## src/rtl/piece_scheduler.sv

```systemverilog
// piece_scheduler: filters raw 2-bit random values into piece codes 0..2, caps
//    identical-piece runs at MAX_RUN, and queues upcoming pieces in a DEPTH-entry FIFO.
// Latency: rnd sampled at edge t is in the queue from cycle t+1; a pop takes effect on the sampling edge.
// Backpressure: when FULL, a new piece is accepted only in a cycle that also pops; otherwise rnd is dropped.
// Ports: clk/rst_n (async active-low); rnd raw random input; spawn_req takes the head piece;
//    restart flushes the queue and counters; piece/piece_valid head entry; preview/preview_valid
//    second entry; level occupancy; underrun sticky empty-request flag; spawned_cnt delivered pieces.
module piece_scheduler #(
   parameter int DEPTH   = 4,
   parameter int MAX_RUN = 2
) (
   input  logic        clk,
   input  logic        rst_n,
   input  logic [1:0]  rnd,
   input  logic        spawn_req,
   input  logic        restart,
   output logic [1:0]  piece,
   output logic        piece_valid,
   output logic [1:0]  preview,
   output logic        preview_valid,
   output logic [3:0]  level,
   output logic        underrun,
   output logic [15:0] spawned_cnt
);

   localparam int              PW        = (DEPTH <= 2) ? 1 : $clog2(DEPTH);
   localparam logic [3:0]      DEPTH_L   = 4'(DEPTH);
   localparam logic [1:0]      MAX_RUN_L = 2'(MAX_RUN);
   localparam logic [PW-1:0]   LAST_IDX  = PW'(DEPTH - 1);

   typedef enum logic [1:0] {
      EMPTY = 2'd0,
      FILL  = 2'd1,
      FULL  = 2'd2
   } q_state_t;

   q_state_t        state;
   logic [1:0]      mem [DEPTH];
   logic [PW-1:0]   rd_ptr;
   logic [PW-1:0]   wr_ptr;
   logic [PW-1:0]   rd_next_ptr;
   logic [1:0]      last;
   logic [1:0]      run_len;
   logic [1:0]      next_last;
   logic [1:0]      push_val;
   logic            pop;
   logic            push;
   logic            same;
   logic            hit_limit;

   // Pointers wrap explicitly so non-power-of-two depths work.
   function automatic logic [PW-1:0] ptr_inc(input logic [PW-1:0] p);
      return (p == LAST_IDX) ? '0 : p + 1'b1;
   endfunction

   always_comb begin
      state = FILL;
      if (level == 4'd0) begin
         state = EMPTY;
      end else if (level == DEPTH_L) begin
         state = FULL;
      end
   end

   assign pop       = spawn_req && (state != EMPTY);
   // A FULL queue still accepts a piece when the head leaves in the same cycle.
   assign push      = (rnd != 2'd3) && ((state != FULL) || pop);
   assign same      = (rnd == last);
   assign hit_limit = same && (run_len == MAX_RUN_L);
   // Substitute piece when the run is exhausted: the next code, wrapping 2 -> 0.
   assign next_last = (last == 2'd2) ? 2'd0 : last + 2'd1;
   assign push_val  = hit_limit ? next_last : rnd;

   assign rd_next_ptr   = ptr_inc(rd_ptr);
   assign piece         = mem[rd_ptr];
   assign preview       = mem[rd_next_ptr];
   assign piece_valid   = (state != EMPTY);
   assign preview_valid = (level >= 4'd2);

   always_ff @(posedge clk or negedge rst_n) begin
      if (!rst_n) begin
         for (int i = 0; i < DEPTH; i++) begin
            mem[i] <= '0;
         end
         rd_ptr      <= '0;
         wr_ptr      <= '0;
         level       <= '0;
         last        <= '0;
         run_len     <= '0;
         underrun    <= 1'b0;
         spawned_cnt <= '0;
      end else if (restart) begin
         rd_ptr      <= '0;
         wr_ptr      <= '0;
         level       <= '0;
         last        <= '0;
         run_len     <= '0;
         underrun    <= 1'b0;
         spawned_cnt <= '0;
      end else begin
         if (spawn_req && (state == EMPTY)) begin
            underrun <= 1'b1;
         end
         if (pop) begin
            rd_ptr      <= rd_next_ptr;
            spawned_cnt <= spawned_cnt + 16'd1;
         end
         if (push) begin
            mem[wr_ptr] <= push_val;
            wr_ptr      <= ptr_inc(wr_ptr);
            last        <= push_val;
            run_len     <= (same && !hit_limit) ? run_len + 2'd1 : 2'd1;
         end
         if (push && !pop) begin
            level <= level + 4'd1;
         end else if (pop && !push) begin
            level <= level - 4'd1;
         end
      end
   end

endmodule
```

## config.mk

```make
export PLATFORM = sky130hd
export DESIGN_NAME = piece_scheduler
export DESIGN_NICKNAME = d
export VERILOG_FILES = /design/src/rtl/piece_scheduler.sv
export SDC_FILE = /design/constraint.sdc
export NUM_CORES = 1
export LEC_CHECK = 0
export CAP_MARGIN = 20
export CORE_MARGIN = 3
export CORE_UTILIZATION = 58
export DETAILED_ROUTE_END_ITERATION = 7
export GPL_ROUTABILITY_DRIVEN = 0
export PLACE_DENSITY = 0.84
export RECOVER_POWER = 50
export SLEW_MARGIN = 20
export SYNTH_ARGS = -nofsm -noshare
export SYNTH_HDL_FRONTEND = slang
export SYNTH_SLANG_ARGS = --single-unit
```

## constraint.sdc

```tcl
create_clock -name clk -period 4.9 [get_ports clk]
set_clock_uncertainty 0.2 [all_clocks]
set_input_delay 0.98 -clock clk [delete_from_list [all_inputs] [get_ports clk]]
set_output_delay 0.98 -clock clk [all_outputs]
set_load 0.005 [all_outputs]
```

==> impl_metrics.prom, run 1 <==
# TYPE chip_impl_metric gauge
chip_impl_metric{name="final_layout_size_suffix_gt1_share",unit="%"} 11.6
chip_impl_metric{name="power_density",unit="nW/um2"} 430
chip_impl_metric{name="grt_pass1_wl",unit="um"} 7140
chip_impl_info{name="setup.worst_path.start_class",value="input port"} 1
chip_impl_metric{name="vias",unit=""} 1639
chip_impl_metric{name="final_max_slew_viol_count",unit=""} 38
chip_impl_metric{name="path_clk_slew",unit="ns"} 0.10
chip_impl_metric{name="syn-instance-count",unit=""} 206
chip_impl_metric{name="drt_wl_total",unit="um"} 4200
chip_impl_metric{name="cts_inserted_buffers",unit=""} 5
chip_impl_metric{name="fin_tns_setup",unit="ns"} 0
chip_impl_metric{name="flow.area_growth_from_synthesis",unit="%"} 19.7
chip_impl_metric{name="detail_route.wl_per_cell",unit="um"} 14.6
chip_impl_metric{name="grt_start_max_net_pins",unit=""} 38
chip_impl_metric{name="syn_avg_cell_area",unit="um2"} 10.3
chip_impl_info{name="synth_area_leaders",value="sky130_fd_sc_hd__dfrtp_1, sky130_fd_sc_hd__ha_1, sky130_fd_sc_hd__mux2_2, sky130_fd_sc_hd__mux4_2, sky130_fd_sc_hd__xnor2_1"} 1
chip_impl_info{name="grt_setup_unrepaired",value="no"} 1
chip_impl_metric{name="post_synth_num_cell_types",unit=""} 44
chip_impl_metric{name="max_slew_margin",unit="%"} -27.7
chip_impl_metric{name="antenna_found_initial",unit=""} 0
chip_impl_metric{name="synthesis.nets",unit=""} 222
chip_impl_metric{name="drt_iter0_drc",unit=""} 70
chip_impl_metric{name="finalCritPeriodShare",unit="%"} 69.5
chip_impl_metric{name="vias_per_cell",unit=""} 5.69
chip_impl_metric{name="timing.max_cap.violations",unit=""} 1
chip_impl_metric{name="die-height",unit="um"} 66.4
chip_impl_metric{name="ant_nets",unit=""} 0
chip_impl_metric{name="critPathArrivalTime",unit="ns"} 3.45
chip_impl_info{name="biggest_area_consumer_among_synthesized_cells",value="sky130_fd_sc_hd__dfrtp_1"} 1
chip_impl_info{name="cts_tree",value="done"} 1
chip_impl_metric{name="timing_hold_violations_final",unit=""} 0
chip_impl_metric{name="num-nets-final",unit=""} 258
chip_impl_metric{name="design.die.area",unit="um2"} 4410
chip_impl_metric{name="clock_sink_count",unit=""} 37
chip_impl_metric{name="final_core_area_utilization",unit="%"} 74.2
chip_impl_metric{name="synthSimpleGateAreaFrac",unit="%"} 19.1
chip_impl_metric{name="post-route-min-period",unit="ns"} 3.40
chip_impl_metric{name="vdd_ir_drop_max",unit="uV"} 277
chip_impl_info{name="synth_top_family_by_area",value="simple AND/OR/NAND/NOR gates"} 1
chip_impl_metric{name="ctsResizeCount",unit=""} 0
chip_impl_metric{name="critPathMaxFanout",unit=""} 6
chip_impl_info{name="violations",value="capacitance limit, slew limit"} 1
chip_impl_info{name="cts.root.buffer_cell",value="sky130_fd_sc_hd__clkbuf_4"} 1
chip_impl_info{name="hp-class",value="register to register"} 1
chip_impl_info{name="mostFrequentLayoutCell",value="sky130_fd_sc_hd__dfrtp_1"} 1
chip_impl_info{name="status",value="finished with violations"} 1
chip_impl_metric{name="grt_pass1_vias",unit=""} 1630
chip_impl_metric{name="clock_path_buffers",unit=""} 2
chip_impl_metric{name="post-synth-top-area-fraction",unit="%"} 43.7
chip_impl_info{name="worstSetupPathType",value="input port to register"} 1
chip_impl_metric{name="post_cts_buffers",unit=""} 0
chip_impl_metric{name="fillers",unit=""} 256
chip_impl_metric{name="postCtsHoldBufs",unit=""} 0
chip_impl_metric{name="top_level_ports",unit=""} 33
chip_impl_metric{name="leakagePower",unit="uW"} 0.00104
chip_impl_metric{name="synthesized_flop_and_latch_total",unit=""} 37
chip_impl_metric{name="synth_area",unit="um2"} 2120
chip_impl_metric{name="grt_overflow",unit=""} 0
chip_impl_metric{name="share_of_the_yosys_chip_area_belonging_to_registers",unit="%"} 43.7
chip_impl_metric{name="timing.final.setup_violations",unit=""} 0
chip_impl_metric{name="io_buffer_count",unit=""} 32
chip_impl_metric{name="die_width",unit="um"} 66.4
chip_impl_metric{name="postSynth.asyncResetShare",unit="%"} 100
chip_impl_metric{name="synth_compound_area_share",unit="%"} 12.5
chip_impl_metric{name="edff_count_synth",unit=""} 0
chip_impl_metric{name="post_synthesis_xor_xnor_area_fraction",unit="%"} 5.38
chip_impl_info{name="crit_path_end_kind",value="register"} 1
chip_impl_metric{name="clkLatencyLatePin",unit="ns"} 0.35
chip_impl_metric{name="antenna-diode-count",unit=""} 0
chip_impl_metric{name="worst_slew_pin_slew",unit="ns"} 1.92
chip_impl_metric{name="start_util",unit="%"} 62.0
chip_impl_metric{name="placeableCoreArea",unit="um2"} 3420
chip_impl_metric{name="drt_drc",unit=""} 0
chip_impl_metric{name="synth_mux_area_share",unit="%"} 10.0
chip_impl_metric{name="hpwl_after_detailed_placement",unit="um"} 2970
chip_impl_metric{name="htree_num_levels",unit=""} 2
chip_impl_metric{name="global_route.usage.total",unit="%"} 21.4
chip_impl_metric{name="rows",unit=""} 21
chip_impl_metric{name="synth-adder-area-share",unit="%"} 6.26
chip_impl_metric{name="crit_required",unit="ns"} 4.95
chip_impl_metric{name="max_freq",unit="GHz"} 0.294
chip_impl_info{name="ys.flop_type",value="sky130_fd_sc_hd__dfrtp_1"} 1
chip_impl_metric{name="drt_first_pass_iters",unit=""} 4
chip_impl_metric{name="synth_warnings",unit=""} 0
chip_impl_info{name="most-common-layout-cells",value="sky130_fd_sc_hd__dfrtp_1, sky130_fd_sc_hd__clkdlybuf4s50_1, sky130_fd_sc_hd__nor2_1"} 1
[critical path, cell delays in order]
cell                            delay [ns]
sky130_fd_sc_hd__dlygate4sd3_1        0.64
sky130_fd_sc_hd__and2_0               0.30
sky130_fd_sc_hd__a211o_2              0.35
sky130_fd_sc_hd__ha_1                 0.33
sky130_fd_sc_hd__a21oi_1              0.27
sky130_fd_sc_hd__nand2_1              0.12
sky130_fd_sc_hd__or3_1                0.38
sky130_fd_sc_hd__o311ai_1             0.08
[stage by stage]
step           cells  area, um2  power [uW]  worst slack [ns]  hold slack (ns)
2_1_floorplan    206       2120         742              2.06            0.270
3_3_place_gp     281       2490         922              1.43            0.279
3_5_place_dp     281       2490         937              1.31            0.303
4_1_cts          288       2550        1100              1.54            0.333
5_1_grt          288       2540        1170              1.42            0.348
6_report         288       2540        1090              1.50            0.332
[cells in the mapped netlist, types with 2 or more instances]
cell type                  instances
sky130_fd_sc_hd__ha_1              9
sky130_fd_sc_hd__o21ai_0           6
sky130_fd_sc_hd__mux4_2            4
sky130_fd_sc_hd__or3_1             3
sky130_fd_sc_hd__nor2_1           21
sky130_fd_sc_hd__a31o_2            2
sky130_fd_sc_hd__nor3_1            6
sky130_fd_sc_hd__nand3_1           7
sky130_fd_sc_hd__nor2b_1           4
sky130_fd_sc_hd__xor2_1            3
sky130_fd_sc_hd__a21oi_1          13
sky130_fd_sc_hd__clkbuf_1          2
sky130_fd_sc_hd__nand2_1          18
sky130_fd_sc_hd__nor3b_1           2
sky130_fd_sc_hd__buf_2             3
sky130_fd_sc_hd__dfrtp_1          37
sky130_fd_sc_hd__nand4_1           3
sky130_fd_sc_hd__inv_1             9
sky130_fd_sc_hd__nand2b_1          4
sky130_fd_sc_hd__mux2_2            8
sky130_fd_sc_hd__nand3b_1          2
sky130_fd_sc_hd__xnor2_1          10
sky130_fd_sc_hd__mux2_1            2
sky130_fd_sc_hd__nor4_1            5
sky130_fd_sc_hd__a22o_1            4
[layer usage]
layer	global-route usage (%)	vias up	part of all wire (%)
li1	-	808	-
met1	27.9	786	48
met2	33.2	38	46
met3	5.78	7	3.9
met4	9.39	0	2.0
met5	0	-	0
[area by class of cell]
class / instances / area [um2] / share of cell area (%)
multi-input combinational: 153 / 1130 / 44.5
clock buffer: 7 / 55.1 / 2.17
timing repair buffer: 35 / 332 / 13.1
tap: 46 / 57.6 / 2.27
sequential: 37 / 926 / 36.5
inverter: 10 / 37.5 / 1.48
[path summary, 6_finish.rpt]
check | slack (ns) | start | cells after the start | end
max | 1.50 | rnd[0] | 8 | level[3]
min | 0.33 | underrun | 1 | underrun
max reg2reg | 2.25 | level[1] | 7 | level[3]
min reg2reg | 0.33 | underrun | 1 | underrun
max in group asynchronous | 1.91 | rst_n | 2 | spawned_cnt[14]
min in group asynchronous | 1.49 | rst_n | 2 | last[0]
[flip-flops by register name (all words and copies together), names as in the netlist]
| signal | flops |
|---|---|
| last | 2 |
| level | 4 |
| mem | 8 |
| rd_ptr | 2 |
| run_len | 2 |
| spawned_cnt | 16 |
| underrun | 1 |
| wr_ptr | 2 |
[where the power goes]
group	internal, uW	switching (uW)	leakage [uW]
combinational	277	199	0.000518
sequential	369	81.8	0.000493
clock	67.7	96.0	0.0000314
total	714	376	0.00104
[kinds of logic after synthesis]
family / count (synthesis)
adder cells (fa/ha/maj): 10
AND/OR/NAND/NOR: 80
flip-flops: 37
XOR/XNOR: 13
AO/OA/AOI/OAI: 35
buffers and inverters: 16
multiplexers: 15
(Power assumes the default switching activity.)
==> run 2: changes to the inputs <==
--- a/config.mk
+++ b/config.mk
@@ -7,10 +7,10 @@
 export LEC_CHECK = 0
 export CAP_MARGIN = 20
 export CORE_MARGIN = 3
-export CORE_UTILIZATION = 58
+export CORE_UTILIZATION = 48
 export DETAILED_ROUTE_END_ITERATION = 7
 export GPL_ROUTABILITY_DRIVEN = 0
-export PLACE_DENSITY = 0.84
+export PLACE_DENSITY = 0.74
 export RECOVER_POWER = 50
 export SLEW_MARGIN = 20
 export SYNTH_ARGS = -nofsm -noshare
==> constraint.sdc (replaced) <==
create_clock -name clk -period 3 [get_ports clk]
set_clock_uncertainty 0.2 [all_clocks]
set_input_delay 0.6 -clock clk [delete_from_list [all_inputs] [get_ports clk]]
set_output_delay 0.6 -clock clk [all_outputs]
set_load 0.005 [all_outputs]
==> impl_metrics.prom, run 2 (synthesized netlist as in run 1, its figures left out) <==
# TYPE chip_impl_metric gauge
chip_impl_metric{name="critPathArrivalTime",unit="ns"} 2.11
chip_impl_metric{name="die-height",unit="um"} 72.4
chip_impl_metric{name="design_area",unit="um2"} 2670
chip_impl_metric{name="clock_path_buffers",unit=""} 2
chip_impl_metric{name="postCtsHoldBufs",unit=""} 0
chip_impl_metric{name="clkLatencyLatePin",unit="ns"} 0.29
chip_impl_metric{name="hpwl_after_detailed_placement",unit="um"} 3120
chip_impl_metric{name="power_density",unit="nW/um2"} 774
chip_impl_metric{name="max_stage_delay",unit="ns"} 0.50
chip_impl_metric{name="grt_pass1_vias",unit=""} 1693
chip_impl_info{name="violations",value="capacitance limit, slew limit"} 1
chip_impl_metric{name="drt_drc",unit=""} 0
chip_impl_info{name="rr_startpoint",value="level[1]"} 1
chip_impl_metric{name="p_seq_share",unit="%"} 35.6
chip_impl_info{name="most-common-layout-cells",value="sky130_fd_sc_hd__dfrtp_1, sky130_fd_sc_hd__clkdlybuf4s50_1, sky130_fd_sc_hd__nor2_1"} 1
chip_impl_metric{name="antenna-diode-count",unit=""} 0
chip_impl_metric{name="leakagePower",unit="uW"} 0.00113
chip_impl_metric{name="start_util",unit="%"} 51.5
chip_impl_info{name="regMostFlops",value="spawned_cnt"} 1
chip_impl_metric{name="timing_hold_violations_final",unit=""} 0
chip_impl_metric{name="worst_slew_pin_slew",unit="ns"} 1.95
chip_impl_metric{name="critPathMaxFanout",unit=""} 4
chip_impl_info{name="whs_endpoint",value="run_len[1]"} 1
chip_impl_metric{name="crit_required",unit="ns"} 2.20
chip_impl_metric{name="num-nets-final",unit=""} 265
chip_impl_info{name="cts_tree",value="done"} 1
chip_impl_metric{name="vias_per_cell",unit=""} 5.45
chip_impl_metric{name="clkPwrFrac",unit="%"} 24.5
chip_impl_info{name="endpoint_of_the_worst_slack_reg_to_reg_timing_path",value="level[3]"} 1
chip_impl_metric{name="placeableCoreArea",unit="um2"} 4120
chip_impl_info{name="status",value="finished with violations"} 1
chip_impl_info{name="mostFrequentLayoutCell",value="sky130_fd_sc_hd__dfrtp_1"} 1
chip_impl_metric{name="die_width",unit="um"} 72.4
chip_impl_metric{name="depth_of_the_worst_register_to_register_path",unit=""} 7
chip_impl_info{name="critical-path-top-delay-family",value="multiplexers"} 1
chip_impl_metric{name="detail_route.wl_per_cell",unit="um"} 14.2
chip_impl_metric{name="design.die.area",unit="um2"} 5250
chip_impl_metric{name="power_switching_share",unit="%"} 30.9
chip_impl_info{name="hold_path_startpoint",value="run_len[1]"} 1
chip_impl_metric{name="antenna_found_initial",unit=""} 0
chip_impl_metric{name="rows",unit=""} 23
chip_impl_metric{name="crit_buf_inv",unit=""} 1
chip_impl_metric{name="flow.area_growth_from_synthesis",unit="%"} 26.2
chip_impl_metric{name="drt_wl_total",unit="um"} 4260
chip_impl_metric{name="grt_start_max_net_pins",unit=""} 38
chip_impl_metric{name="multiInputGateArea",unit="um2"} 1130
chip_impl_metric{name="fillers",unit=""} 332
chip_impl_metric{name="grt_overflow",unit=""} 0
chip_impl_metric{name="clock_sink_count",unit=""} 37
chip_impl_info{name="hp-class",value="register to register"} 1
chip_impl_metric{name="grt_pass1_wl",unit="um"} 7390
chip_impl_info{name="worst_path_max_delay_cell",value="sky130_fd_sc_hd__mux4_2"} 1
chip_impl_metric{name="top_level_ports",unit=""} 33
chip_impl_metric{name="global_route.usage.total",unit="%"} 18.1
chip_impl_metric{name="vdd_ir_drop_max",unit="uV"} 428
chip_impl_metric{name="ant_nets",unit=""} 0
chip_impl_metric{name="max_freq",unit="GHz"} 0.343
chip_impl_metric{name="cts_inserted_buffers",unit=""} 5
chip_impl_info{name="cts.root.buffer_cell",value="sky130_fd_sc_hd__clkbuf_8"} 1
chip_impl_metric{name="min_delay_path_depth",unit=""} 1
chip_impl_metric{name="sequential_cell_area",unit="um2"} 926
chip_impl_info{name="critical_path.cell_chain",value="ha_2 > mux4_2 > clkdlybuf4s50_1"} 1
chip_impl_metric{name="pwr-share-comb",unit="%"} 39.9
chip_impl_metric{name="dpl_cell_area",unit="um2"} 2540
chip_impl_metric{name="final_core_area_utilization",unit="%"} 64.9
chip_impl_metric{name="reg2reg_setup_slack",unit="ns"} 0.46
chip_impl_metric{name="post-route-min-period",unit="ns"} 2.91
chip_impl_metric{name="vias",unit=""} 1634
chip_impl_info{name="grt_setup_unrepaired",value="no"} 1
chip_impl_metric{name="fin_worst_hold_slack",unit="ns"} 0.318
chip_impl_metric{name="htree_num_levels",unit=""} 2
chip_impl_metric{name="drt_iter0_drc",unit=""} 45
chip_impl_metric{name="final_max_slew_viol_count",unit=""} 38
chip_impl_metric{name="internal_power",unit="uW"} 1430
chip_impl_info{name="setup.worst_path.start_class",value="register"} 1
chip_impl_metric{name="largest_reg_flops",unit=""} 16
chip_impl_metric{name="drt_first_pass_iters",unit=""} 4
chip_impl_metric{name="path_clk_slew",unit="ns"} 0.07
chip_impl_info{name="crit_path_end_kind",value="primary output"} 1
chip_impl_metric{name="finalCritPeriodShare",unit="%"} 97.1
chip_impl_metric{name="max_slew_margin",unit="%"} -30.3
chip_impl_metric{name="timing.max_cap.violations",unit=""} 1
chip_impl_metric{name="fin_tns_setup",unit="ns"} 0
chip_impl_metric{name="final_layout_size_suffix_gt1_share",unit="%"} 15.6
chip_impl_metric{name="power_switching",unit="uW"} 639
chip_impl_metric{name="timing.final.setup_violations",unit=""} 0
chip_impl_info{name="largest_registers",value="spawned_cnt (16), mem (8), level (4)"} 1
chip_impl_info{name="worstSetupPathType",value="register to primary output"} 1
chip_impl_metric{name="io_buffer_count",unit=""} 32
-- run 2: cell types whose count changed in the layout (fill, tap and decap cells not counted), moves of 2 or more --
cell | previous run | this run
sky130_fd_sc_hd__clkbuf_4 | 5 | 0
sky130_fd_sc_hd__clkdlybuf4s50_1 | 28 | 22
sky130_fd_sc_hd__dlygate4sd3_1 | 4 | 9
sky130_fd_sc_hd__buf_4 | 0 | 8
sky130_fd_sc_hd__bufinv_16 | 0 | 2
sky130_fd_sc_hd__clkbuf_8 | 1 | 5
-- run 2: what timing repair did --
| item | in CTS | in global routing |
|---|---|---|
| gates resized for setup | 0 | 1 |
| setup buffers | 0 | 0 |
| setup endpoints to repair | 0 | 1 |
-- run 2: power groups by stage --
stage	combinational [uW]	sequential [uW]	clock, uW
global route	922	758	534
CTS	838	739	512
floorplan	503	710	0
finish	825	737	506
detailed placement	834	748	0
global placement	816	742	0
-- run 2: metal layers --
metal	vias up	global-route usage (%)	part of all wire, %
met2	24	29.8	47
li1	824	-	-
met5	-	0	0
met4	0	5.53	1.2
met1	782	22.8	48
met3	4	5.82	3.6
-- run 2: worst max-delay path by stage --
stage                 end  slack (ns)      start  depth (start not counted)
6_report       preview[1]        0.09  rd_ptr[1]                          3
5_1_grt        preview[1]        0.01  rd_ptr[1]                          3
4_1_cts        preview[1]        0.05  rd_ptr[1]                          3
3_5_place_dp     level[3]         0.1     rnd[0]                          8
3_3_place_gp     level[3]        0.16     rnd[0]                          8
2_1_floorplan    level[3]        0.54     rnd[0]                          7
-- run 2: final cells by class --
type	count	share of cell area, %
clock inverter	3	2.43
clock buffer	5	2.57
multi-input combinational	153	42.3
timing repair buffer	42	14.3
sequential	37	34.6
inverter	10	1.40
tap	50	2.34
-- run 2: metrics by stage --
stage | instances | total power [uW] | setup WS, ns
after floorplan | 206 | 1210 | 0.536
after global placement | 292 | 1560 | 0.157
after detailed placement | 292 | 1580 | 0.0981
after CTS | 300 | 2090 | 0.0507
after global routing | 300 | 2210 | 0.0107
final | 300 | 2070 | 0.0868
==> run 3: changes to the inputs <==
--- a/config.mk
+++ b/config.mk
@@ -5,12 +5,13 @@
 export SDC_FILE = /design/constraint.sdc
 export NUM_CORES = 1
 export LEC_CHECK = 0
+export ABC_AREA = 1
 export CAP_MARGIN = 20
 export CORE_MARGIN = 3
-export CORE_UTILIZATION = 48
+export CORE_UTILIZATION = 49
 export DETAILED_ROUTE_END_ITERATION = 7
 export GPL_ROUTABILITY_DRIVEN = 0
-export PLACE_DENSITY = 0.74
+export PLACE_DENSITY = 0.75
 export RECOVER_POWER = 50
 export SLEW_MARGIN = 20
 export SYNTH_ARGS = -nofsm -noshare
==> impl_metrics.prom, run 3 <==
# TYPE chip_impl_metric gauge
chip_impl_info{name="status",value="finished with violations"} 1
chip_impl_info{name="violations",value="capacitance limit, slew limit"} 1
chip_impl_info{name="yosys.cell_count.top_type",value="sky130_fd_sc_hd__nand2_1"} 1
chip_impl_metric{name="largest_reg_flops",unit=""} 16
chip_impl_metric{name="timing.max_cap.violations",unit=""} 1
chip_impl_info{name="critical_path.cell_chain",value="ha_1 > nor2_1 > inv_1 > o21ai_0 > o22ai_1 > clkdlybuf4s50_1"} 1
chip_impl_metric{name="fillers",unit=""} 412
chip_impl_metric{name="grt_pass1_vias",unit=""} 1892
chip_impl_metric{name="max_freq",unit="GHz"} 0.351
chip_impl_metric{name="final_core_area_utilization",unit="%"} 62.0
chip_impl_metric{name="flow.area_growth_from_synthesis",unit="%"} 20.3
chip_impl_metric{name="postCtsHoldBufs",unit=""} 0
chip_impl_info{name="crit_path_end_kind",value="primary output"} 1
chip_impl_metric{name="edff_count_synth",unit=""} 0
chip_impl_metric{name="top_level_ports",unit=""} 33
chip_impl_metric{name="grt_pass1_wl",unit="um"} 8380
chip_impl_metric{name="met3RoutedLength",unit="um"} 217
chip_impl_metric{name="die-height",unit="um"} 74.3
chip_impl_metric{name="htree_num_levels",unit=""} 2
chip_impl_metric{name="min_delay_path_depth",unit=""} 2
chip_impl_info{name="cts.root.buffer_cell",value="sky130_fd_sc_hd__clkbuf_8"} 1
chip_impl_metric{name="clock_path_buffers",unit=""} 2
chip_impl_info{name="regMostFlops",value="spawned_cnt"} 1
chip_impl_metric{name="start_util",unit="%"} 51.5
chip_impl_metric{name="timing.final.setup_violations",unit=""} 0
chip_impl_metric{name="max_stage_delay",unit="ns"} 0.45
chip_impl_info{name="hp-class",value="register to register"} 1
chip_impl_metric{name="p_seq_share",unit="%"} 39.2
chip_impl_metric{name="synthesized_flop_and_latch_total",unit=""} 37
chip_impl_metric{name="design.die.area",unit="um2"} 5530
chip_impl_metric{name="cts_inserted_buffers",unit=""} 5
chip_impl_metric{name="timing_hold_violations_final",unit=""} 0
chip_impl_info{name="cts_tree",value="done"} 1
chip_impl_metric{name="share_of_the_yosys_chip_area_belonging_to_registers",unit="%"} 40.5
chip_impl_metric{name="antenna-diode-count",unit=""} 0
chip_impl_metric{name="post_cts_buffers",unit=""} 0
chip_impl_metric{name="fin_worst_hold_slack",unit="ns"} 0.305
chip_impl_metric{name="multiInputGateArea",unit="um2"} 1190
chip_impl_metric{name="postSynth.asyncResetShare",unit="%"} 100
chip_impl_metric{name="drt_iter0_drc",unit=""} 173
chip_impl_metric{name="final_max_slew_viol_count",unit=""} 38
chip_impl_metric{name="power_switching_share",unit="%"} 38.2
chip_impl_metric{name="critPathMaxFanout",unit=""} 7
chip_impl_metric{name="fin_tns_setup",unit="ns"} 0
chip_impl_metric{name="routed-wl-met2",unit="um"} 2330
chip_impl_metric{name="grt_start_max_net_pins",unit=""} 38
chip_impl_metric{name="syn-instance-count",unit=""} 304
chip_impl_metric{name="ctsResizeCount",unit=""} 0
chip_impl_info{name="mostFrequentLayoutCell",value="sky130_fd_sc_hd__nand2_1"} 1
chip_impl_info{name="worstSetupPathType",value="register to primary output"} 1
chip_impl_metric{name="pwr-share-comb",unit="%"} 42.6
chip_impl_metric{name="grt_overflow",unit=""} 0
chip_impl_metric{name="syn_avg_cell_area",unit="um2"} 7.53
chip_impl_metric{name="post-route-min-period",unit="ns"} 2.85
chip_impl_metric{name="synth_warnings",unit=""} 0
chip_impl_metric{name="vias",unit=""} 2108
chip_impl_metric{name="synth_area",unit="um2"} 2290
chip_impl_info{name="setup.worst_path.start_class",value="register"} 1
chip_impl_metric{name="rows",unit=""} 24
chip_impl_metric{name="synthesis.nets",unit=""} 320
chip_impl_metric{name="wire_length_on_met1",unit="um"} 2310
chip_impl_metric{name="io_buffer_count",unit=""} 32
chip_impl_metric{name="leakagePower",unit="uW"} 0.00130
chip_impl_info{name="ys.flop_type",value="sky130_fd_sc_hd__dfrtp_1"} 1
chip_impl_metric{name="final_layout_size_suffix_gt1_share",unit="%"} 8.70
chip_impl_metric{name="placeableCoreArea",unit="um2"} 4440
chip_impl_metric{name="post_synth_num_cell_types",unit=""} 30
chip_impl_metric{name="drt_drc",unit=""} 0
chip_impl_metric{name="crit_required",unit="ns"} 2.20
chip_impl_metric{name="timing.critical_path.depth",unit=""} 6
chip_impl_info{name="most-common-layout-cells",value="sky130_fd_sc_hd__nand2_1, sky130_fd_sc_hd__dfrtp_1, sky130_fd_sc_hd__inv_1"} 1
chip_impl_metric{name="die_width",unit="um"} 74.3
chip_impl_metric{name="internal_power",unit="uW"} 1150
chip_impl_metric{name="critPathArrivalTime",unit="ns"} 2.05
chip_impl_info{name="worst_path_max_delay_cell",value="sky130_fd_sc_hd__dfrtp_1"} 1
chip_impl_metric{name="path_clk_slew",unit="ns"} 0.07
chip_impl_metric{name="ant_nets",unit=""} 0
chip_impl_metric{name="clkPwrFrac",unit="%"} 18.2
chip_impl_metric{name="drt_wl_total",unit="um"} 4880
chip_impl_metric{name="depth_of_the_worst_register_to_register_path",unit=""} 10
chip_impl_info{name="biggest_area_consumer_among_synthesized_cells",value="sky130_fd_sc_hd__dfrtp_1"} 1
chip_impl_metric{name="vdd_ir_drop_max",unit="uV"} 548
chip_impl_metric{name="worst_slew_pin_slew",unit="ns"} 1.95
chip_impl_metric{name="vias_per_cell",unit=""} 5.31
chip_impl_info{name="grt_setup_unrepaired",value="no"} 1
chip_impl_metric{name="power_density",unit="nW/um2"} 673
chip_impl_metric{name="global_route.usage.total",unit="%"} 19.6
chip_impl_info{name="largest_registers",value="spawned_cnt (16), mem (8), level (4)"} 1
chip_impl_info{name="synth_commonest_cells",value="sky130_fd_sc_hd__nand2_1, sky130_fd_sc_hd__dfrtp_1, sky130_fd_sc_hd__inv_1"} 1
chip_impl_metric{name="power_switching",unit="uW"} 708
chip_impl_metric{name="sequential_cell_area",unit="um2"} 926
chip_impl_metric{name="detail_route.wl_per_cell",unit="um"} 12.3
chip_impl_metric{name="clock_sink_count",unit=""} 37
chip_impl_metric{name="drt_first_pass_iters",unit=""} 4
chip_impl_info{name="top_signal_layer_used",value="met4"} 1
chip_impl_info{name="critical-path-top-delay-family",value="buffers and inverters"} 1
chip_impl_metric{name="num-nets-final",unit=""} 360
chip_impl_metric{name="finalCritPeriodShare",unit="%"} 95.1
chip_impl_metric{name="hpwl_after_detailed_placement",unit="um"} 3690
chip_impl_metric{name="total_power",unit="uW"} 1850
chip_impl_metric{name="post-synth-top-area-fraction",unit="%"} 40.5
chip_impl_metric{name="clkLatencyLatePin",unit="ns"} 0.29
chip_impl_metric{name="crit_buf_inv",unit=""} 2
chip_impl_metric{name="max_slew_margin",unit="%"} -29.7
chip_impl_metric{name="antenna_found_initial",unit=""} 0
chip_impl_info{name="synth_area_leaders",value="sky130_fd_sc_hd__dfrtp_1, sky130_fd_sc_hd__nand2_1, sky130_fd_sc_hd__o21ai_0, sky130_fd_sc_hd__inv_1, sky130_fd_sc_hd__nor2_1"} 1
-- run 3: final timing paths --
kind                            start         endpoint  slack, ns
max reg2reg                  level[3]         level[3]       0.82
min                        run_len[1]       run_len[1]       0.30
max in group asynchronous       rst_n   spawned_cnt[0]       0.83
min in group asynchronous       rst_n  spawned_cnt[10]       0.64
min reg2reg                run_len[1]       run_len[1]       0.30
max                         rd_ptr[0]       preview[1]       0.15
-- run 3: final cells by class --
type | instances | area share (%)
Clock buffer | 5 | 2.50
Clock inverter | 3 | 0.636
Inverter | 40 | 5.45
Multi-Input combinational cell | 225 | 43.3
Sequential cell | 37 | 33.6
Tap cell | 52 | 2.36
Timing Repair Buffer | 35 | 12.1
-- run 3: through the flow --
stage	cells	area [um2]	setup slack, ns
after floorplan	304	2290	0.998
after global placement	389	2680	0.437
after detailed placement	389	2680	0.359
after CTS	397	2770	0.157
after global routing	397	2750	0.0259
final	397	2750	0.147
-- run 3: power groups by stage --
stage / Sequential [uW] / Combinational [uW] / Clock, uW
finish: 727 / 790 / 338
global route: 745 / 896 / 372
CTS: 727 / 808 / 349
detailed placement: 734 / 803 / 0
global placement: 737 / 787 / 0
floorplan: 702 / 493 / 0
-- run 3: worst reg2reg max path: stages (launching register included) --
cell	delay, ns
sky130_fd_sc_hd__dfrtp_1	0.47
sky130_fd_sc_hd__nor2_2	0.20
sky130_fd_sc_hd__nand2_2	0.10
sky130_fd_sc_hd__nand2_4	0.13
sky130_fd_sc_hd__nand3_4	0.13
sky130_fd_sc_hd__ha_1	0.35
sky130_fd_sc_hd__a21oi_1	0.14
sky130_fd_sc_hd__nand2_1	0.07
sky130_fd_sc_hd__nand3b_1	0.16
sky130_fd_sc_hd__nand3_1	0.07
sky130_fd_sc_hd__nand2_1	0.05
-- run 3: cells by family (layout without fill, tap and decap cells) --
logic type | count (synthesis) | after routing | share of synthesized area [%]
adder cells (fa/ha/maj) | 10 | 10 | 5.80
buffers and inverters | 42 | 83 | 6.94
AND/OR/NAND/NOR | 165 | 165 | 34.0
flip-flops | 37 | 37 | 40.5
AO/OA/AOI/OAI | 46 | 46 | 11.3
XOR/XNOR | 4 | 4 | 1.53
-- run 3: metal layers --
| layer | track usage [%] | vias to the layer above |
|---|---|---|
| met4 | 5.34 | 0 |
| met5 | 0 | - |
| met2 | 30.8 | 47 |
| met1 | 26.9 | 979 |
| met3 | 5.41 | 4 |
| li1 | - | 1078 |
